$ cat src/rtl/ohs_boost_seq.sv
// ohs_boost_seq: run-time sequencer for the level-2 boost converter model.
// Produces the model step strobe (ce) from a programmable divider, the switch
// command (S1_pwm) from a PWM carrier counted in steps, and holds the plant
// coefficients behind a shadow/commit bank. In RUN a commit is deferred to the
// PWM period boundary, so a retune never tears a period.
//
// Ports:
//   aclk, reset           clock, async active-high reset
//   enable                level run request
//   cfg_valid/cfg_ready   config write handshake
//   cfg_addr, cfg_data    register address / write data
//   kL, kRL, kC, kR, vdc  active coefficients to the model
//   ce                    one-cycle model step strobe
//   S1_pwm                switch command, 1 = closed
//   period_start          ce of the first step of each PWM period
//   step_count            ce pulses since last entry to RUN
module ohs_boost_seq #(
  parameter int data_width = 32,
  parameter int cnt_width  = 16
) (
  input  logic                  aclk,
  input  logic                  reset,
  input  logic                  enable,
  input  logic                  cfg_valid,
  output logic                  cfg_ready,
  input  logic [3:0]            cfg_addr,
  input  logic [data_width-1:0] cfg_data,
  output logic [data_width-1:0] kL,
  output logic [data_width-1:0] kRL,
  output logic [data_width-1:0] kC,
  output logic [data_width-1:0] kR,
  output logic [data_width-1:0] vdc,
  output logic                  ce,
  output logic                  S1_pwm,
  output logic                  period_start,
  output logic [31:0]           step_count
);
  localparam logic [cnt_width-1:0] CNT_ONE = cnt_width'(1);
  localparam int DIV  = 0;
  localparam int PER  = 1;
  localparam int DUTY = 2;

  typedef enum logic {IDLE = 1'b0, RUN = 1'b1} state_t;
  state_t state_q, state_d;

  logic [4:0][data_width-1:0] coef_sh_q, coef_act_q;
  logic [2:0][cnt_width-1:0]  cnt_sh_q, cnt_act_q;
  logic                       pending_q, alive_q;
  logic [cnt_width-1:0]       div_cnt_q, div_cnt_d, pwm_cnt_q, pwm_cnt_d;
  logic                       ce_q, ce_d, s1_q, s1_d;
  logic [31:0]                step_q, step_d;

  logic                       hs, boundary, commit;
  logic [cnt_width-1:0]       div_eff, per_eff, div_new, div_nx;

  // alive_q keeps cfg_ready low until the first edge after reset releases
  assign cfg_ready = alive_q & ~pending_q;
  assign hs        = cfg_valid & cfg_ready;

  assign div_eff = (cnt_act_q[DIV] == '0) ? CNT_ONE : cnt_act_q[DIV];
  assign per_eff = (cnt_act_q[PER] == '0) ? CNT_ONE : cnt_act_q[PER];
  assign div_new = (cnt_sh_q[DIV]  == '0) ? CNT_ONE : cnt_sh_q[DIV];

  // The boundary edge ends the ce cycle of the last step in the period
  assign boundary = (state_q == RUN) & ce_q & (pwm_cnt_q >= per_eff - CNT_ONE);
  assign commit   = pending_q & ((state_q == IDLE) | (enable & boundary));

  // On a commit edge the divider already runs on the incoming divisor, so the
  // next ce lands exactly div_eff(new) cycles after the boundary ce.
  assign div_nx = commit ? div_new : div_eff;

  always_comb begin
    state_d   = state_q;
    div_cnt_d = div_cnt_q;
    pwm_cnt_d = pwm_cnt_q;
    step_d    = step_q;
    ce_d      = 1'b0;
    s1_d      = 1'b0;
    case (state_q)
      IDLE: begin
        div_cnt_d = '0;
        pwm_cnt_d = '0;
        step_d    = '0;
        if (enable) state_d = RUN;
      end
      RUN: begin
        if (!enable) begin
          state_d   = IDLE;
          div_cnt_d = '0;
          pwm_cnt_d = '0;
          step_d    = '0;
        end else begin
          ce_d      = (div_cnt_q >= div_nx - CNT_ONE);
          div_cnt_d = ce_d ? '0 : div_cnt_q + CNT_ONE;
          if (ce_q) pwm_cnt_d = boundary ? '0 : pwm_cnt_q + CNT_ONE;
          // pwm_cnt only moves at the end of a ce cycle, so this registered
          // compare holds one switch state for the whole following step
          s1_d   = (pwm_cnt_q < cnt_act_q[DUTY]);
          step_d = step_q + {31'd0, ce_d};
        end
      end
      default: state_d = IDLE;
    endcase
  end

  always_ff @(posedge aclk or posedge reset) begin
    if (reset) begin
      state_q    <= IDLE;
      coef_sh_q  <= '0;
      coef_act_q <= '0;
      cnt_sh_q   <= '0;
      cnt_act_q  <= '0;
      pending_q  <= 1'b0;
      alive_q    <= 1'b0;
      div_cnt_q  <= '0;
      pwm_cnt_q  <= '0;
      ce_q       <= 1'b0;
      s1_q       <= 1'b0;
      step_q     <= '0;
    end else begin
      state_q   <= state_d;
      alive_q   <= 1'b1;
      div_cnt_q <= div_cnt_d;
      pwm_cnt_q <= pwm_cnt_d;
      ce_q      <= ce_d;
      s1_q      <= s1_d;
      step_q    <= step_d;
      if (commit) begin
        coef_act_q <= coef_sh_q;
        cnt_act_q  <= cnt_sh_q;
        pending_q  <= 1'b0;
      end
      // hs needs cfg_ready, so it never coincides with a commit
      if (hs) begin
        case (cfg_addr)
          4'd0: coef_sh_q[0]   <= cfg_data;
          4'd1: coef_sh_q[1]   <= cfg_data;
          4'd2: coef_sh_q[2]   <= cfg_data;
          4'd3: coef_sh_q[3]   <= cfg_data;
          4'd4: coef_sh_q[4]   <= cfg_data;
          4'd5: cnt_sh_q[DIV]  <= cfg_data[cnt_width-1:0];
          4'd6: cnt_sh_q[PER]  <= cfg_data[cnt_width-1:0];
          4'd7: cnt_sh_q[DUTY] <= cfg_data[cnt_width-1:0];
          4'd8: pending_q      <= 1'b1;
          default: ;
        endcase
      end
    end
  end

  assign kL           = coef_act_q[0];
  assign kRL          = coef_act_q[1];
  assign kC           = coef_act_q[2];
  assign kR           = coef_act_q[3];
  assign vdc          = coef_act_q[4];
  assign ce           = ce_q;
  assign S1_pwm       = s1_q;
  assign period_start = ce_q & (pwm_cnt_q == '0);
  assign step_count   = step_q;

endmodule

$ cat config.mk
export PLATFORM = sky130hd
export DESIGN_NAME = ohs_boost_seq
export DESIGN_NICKNAME = d
export VERILOG_FILES = /design/src/rtl/ohs_boost_seq.sv
export SDC_FILE = /design/constraint.sdc
export NUM_CORES = 1
export LEC_CHECK = 0
export ABC_AREA = 1
export BUFFER_PORTS_ARGS = -buffer_cell sky130_fd_sc_hd__buf_2
export CORE_MARGIN = 4
export CORE_UTILIZATION = 35
export DETAILED_ROUTE_END_ITERATION = 6
export GPL_ROUTABILITY_DRIVEN = 0
export PLACE_DENSITY_LB_ADDON = 0.25
export SYNTH_ARGS = -nofsm -noshare
export SYNTH_HDL_FRONTEND = slang
export SYNTH_SLANG_ARGS = --single-unit
$ cat constraint.sdc
create_clock -name aclk -period 18.98 [get_ports aclk]
set_input_delay 1.898 -clock aclk [delete_from_list [all_inputs] [get_ports aclk]]
set_output_delay 1.898 -clock aclk [all_outputs]
set_load 0.01 [all_outputs]
==> results.yml <==
synth:
  ys_ff_latch: 485
  postSynth.asyncResetShare_pct: 100.0
  postSynthCellCount: 2261
  synth_cell_types: 47
  synth-edff-count: 0
  avgSynthCellArea_um2: 9.071
  yosysSeqAreaShare_pct: 59.18
  synth-main-ff-cell: "dfrtp_1"
  yosysWarnings: 0
  synthesis.nets: 2355
  syn-cell-area_um2: 20510
hold_path:
  hold_start: "coef_sh_q[107]$_DFFE_PP0P_"
  hold_class: "register to register"
  whs_endpoint: "kR[11]$_DFFE_PP0N_"
  hold_depth: 2
floorplanning:
  rows: 88
  die_w_um: 250.1
  io_pins: 236
  die-area_um2: 62540
  die_height_um: 250.1
  coreArea_um2: 57810
  start_util_pct: 35.48
detailed_routing:
  first_pass_iters: 5
  drt-initial-drc-count: 1236
  wl_per_cell_um: 16.63
  routed_wl_mm: 54.52
  ant_nets: 0
  routed-via-count: 15650
  avgViaCountPerCell: 4.773
  drt_drc_violations_left: 0
cts:
  clock_latency_ns: 0.61
  clk_path_buf_depth: 3
  ctsResizeCount: 0
  post_cts_buffers: 0
  h-tree-depth: 2
  ctsHoldBuffers: 0
  path_clk_slew_ns: 0.06
  cts.sinks: 485
  root_buffer: "clkbuf_16"
  numCtsBuffers: 53
  cts_tree: "built"
placement:
  hpwl_mm: 36.90
  numPortBuffers: 235
  dp_slack_ns: 11.07
setup_path:
  r2r-start: "cnt_act_q[27]$_DFFE_PP0N_"
  cpPeakStageDelay_ns: 0.50
  start_kind: "register"
  ff2ff_path_depth: 51
  path_class: "register to register"
  endpoint_kind: "register"
  cp_data_arrival_time_ns: 8.47
  crit_path_frequent_cell: "nand2_1"
  crit_slowest_cell: "nand2_8"
  crit_fanout: 116
  worst-endpoint-required_ns: 19.51
  ff2ff_setup_slack_ns: 11.05
  r2r-end: "step_count[31]$_DFF_PP0_"
status:
  status: "completed"
final_layout:
  syn_to_final_growth_pct: 17.93
  nets: 2561
  utilization_pct: 41.84
  drive_gt1_share_pct: 15.20
sta:
  finalHoldViolations: 0
  finalClockSkew_ns: 0.03034
  slew_headroom_pct: 16.74
  slew_viol_final: 0
  layout_min_cycle_time_ns: 7.933
  fin_ws_ns: 11.05
  max_freq_ghz: 0.1261
  fin_tns_setup_ns: 0
  fin_crit_sh_pct: 41.80
  tightest_slew_ns: 1.249
  rsz0062_at_grt: "false"
  setup_viol: 0
pwr:
  power.share.switching_pct: 27.98
  cell_internal_pwr_mw: 2.064
  seqPwrFrac_pct: 45.0
  leakagePower_nw: 12.68
  comb_power_share_pct: 15.8
  p_clk_share_pct: 39.2
  power_switching_uw: 801.8
  pwr_density_cell_nw_per_um2: 118.5
  irDropWorstVdd_v: 0.00006370
global_routing:
  antenna_found_initial: 5
  grt_max_degree: 164
  gr-total-overflow: 0
  grt_pass1_wl_mm: 88.38
  grt_pass1_vias: 15710
  grt_use_total_pct: 17.39
flow_run:
  cap_violations: 0
-- cells in the final DEF (no fill, tap or decap), drive strengths merged, types with 4 or more instances in the layout --
master	count
nand2	841
dfrtp	485
o21ai	281
buf	245
inv	177
nor2	108
clkbuf	78
ha	54
a21oi	43
nand3	40
nor3	30
xor2	28
nand4	19
nor4	11
xnor2	10
o22ai	9
bufinv	9
clkinv	8
diode	6
and2	4
-- through the flow --
stage          cell area (um^2)  hold slack [ns]  std cells  total power, mW
2_1_floorplan             20510           0.4322       2261            1.594
3_3_place_gp              22240           0.4482       3177            1.753
3_5_place_dp              22240           0.4547       3177            1.766
4_1_cts                   24170           0.4528       3272            2.908
5_1_grt                   24180           0.4832       3274            3.032
6_report                  24190           0.4632       3278            2.866
-- cell families (layout without fill, tap and decap cells) --
| kind of cell | after synthesis | count (layout) | synth area share, % |
|---|---|---|---|
| AOI/OAI and AO/OA | 351 | 351 | 8.919 |
| xor gates and xnor gates | 38 | 38 | 1.623 |
| adders and majority gates | 54 | 54 | 3.294 |
| buffers and inverters | 271 | 517 | 5.771 |
| DFF | 485 | 485 | 59.18 |
| other | 1 | 7 | 0.01828 |
| and+or+nand+nor | 1061 | 1061 | 21.20 |
-- cells in the mapped netlist, types with 3 or more instances --
| master | number | area [um^2] |
|---|---|---|
| nand2_1 | 821 | 3082 |
| dfrtp_1 | 485 | 12140 |
| o21ai_0 | 276 | 1381 |
| inv_1 | 173 | 649.4 |
| nor2_1 | 96 | 360.4 |
| clkbuf_1 | 54 | 202.7 |
| ha_1 | 54 | 675.7 |
| a21oi_1 | 43 | 215.2 |
| nand3_1 | 38 | 190.2 |
| xor2_1 | 28 | 245.2 |
| nor3_1 | 27 | 135.1 |
| nand4_1 | 19 | 118.9 |
| nand2_2 | 16 | 100.1 |
| buf_6 | 14 | 157.7 |
| buf_2 | 12 | 60.06 |
| buf_4 | 12 | 90.09 |
| nor4_1 | 10 | 62.56 |
| xnor2_1 | 10 | 87.58 |
| o22ai_1 | 9 | 56.30 |
| nor2_2 | 6 | 37.54 |
| nor2_4 | 6 | 67.56 |
| and2_1 | 4 | 25.02 |
| inv_2 | 4 | 15.01 |
| nand2_4 | 4 | 45.04 |
| nor3_2 | 3 | 30.03 |
| o211ai_1 | 3 | 22.52 |
| o21a_1 | 3 | 22.52 |
| o21ai_1 | 3 | 15.01 |
| o32ai_1 | 3 | 26.28 |
| or2_2 | 3 | 18.77 |
-- layout make-up --
class,count,area [um^2]
diodes,6,15.01
clock buffers,78,1570
clock inverters,17,357.8
fillers,5689,33620
inverters,177,674.4
multi-input cells,1505,7212
flip-flops and latches,485,12140
well taps,765,957.2
repair buffers,245,1264
-- how the worst max path moves through the flow --
| stage | from | to | slack [ns] |
|---|---|---|---|
| final | cnt_act_q[27]$_DFFE_PP0N_ | step_count[31]$_DFF_PP0_ | 11.05 |
| after global routing | cnt_act_q[23]$_DFFE_PP0N_ | step_count[31]$_DFF_PP0_ | 10.04 |
| after CTS | cnt_act_q[27]$_DFFE_PP0N_ | step_count[31]$_DFF_PP0_ | 11.01 |
| after detailed placement | cnt_act_q[23]$_DFFE_PP0N_ | step_count[18]$_DFF_PP0_ | 11.07 |
| after global placement | cnt_act_q[23]$_DFFE_PP0N_ | step_count[31]$_DFF_PP0_ | 11.17 |
| after floorplan | reset | S1_pwm$_DFF_PP0_ | 3.55 |
-- routing by layer --
metal | wire length [um] | vias up | GRT usage [%]
met5 | 0 | - | 0
met4 | 1290 | 0 | 5.231
met3 | 3174 | 78 | 3.676
met2 | 24850 | 356 | 27.62
met1 | 25200 | 7595 | 24.19
li1 | - | 7616 | -
-- power by group through the flow --
stage | combinational [mW] | clock (mW) | sequential, mW
finish | 0.453 | 1.12 | 1.29
global route | 0.529 | 1.19 | 1.31
CTS | 0.462 | 1.16 | 1.29
detailed placement | 0.460 | 0 | 1.31
global placement | 0.450 | 0 | 1.30
floorplan | 0.282 | 0 | 1.31
-- critical path, delay by kind of cell, from the launching register on --
kind | cells | cell delay [ns]
simple gates | 28 | 4.11
compound gates | 8 | 1.25
fa+ha+maj | 5 | 1.12
buf+inv | 9 | 0.67
flops | 1 | 0.42
xor+xnor | 1 | 0.20
-- registers in the layout, indices dropped and copies added, names as in the netlist, 16 cells and up --
signal / flops
kRL: 32
kR: 32
step_count: 32
pwm_cnt_q: 16
cnt_sh_q: 48
vdc: 32
div_cnt_q: 16
kC: 32
kL: 32
cnt_act_q: 48
coef_sh_q: 160
(Power assumes the default switching activity.)
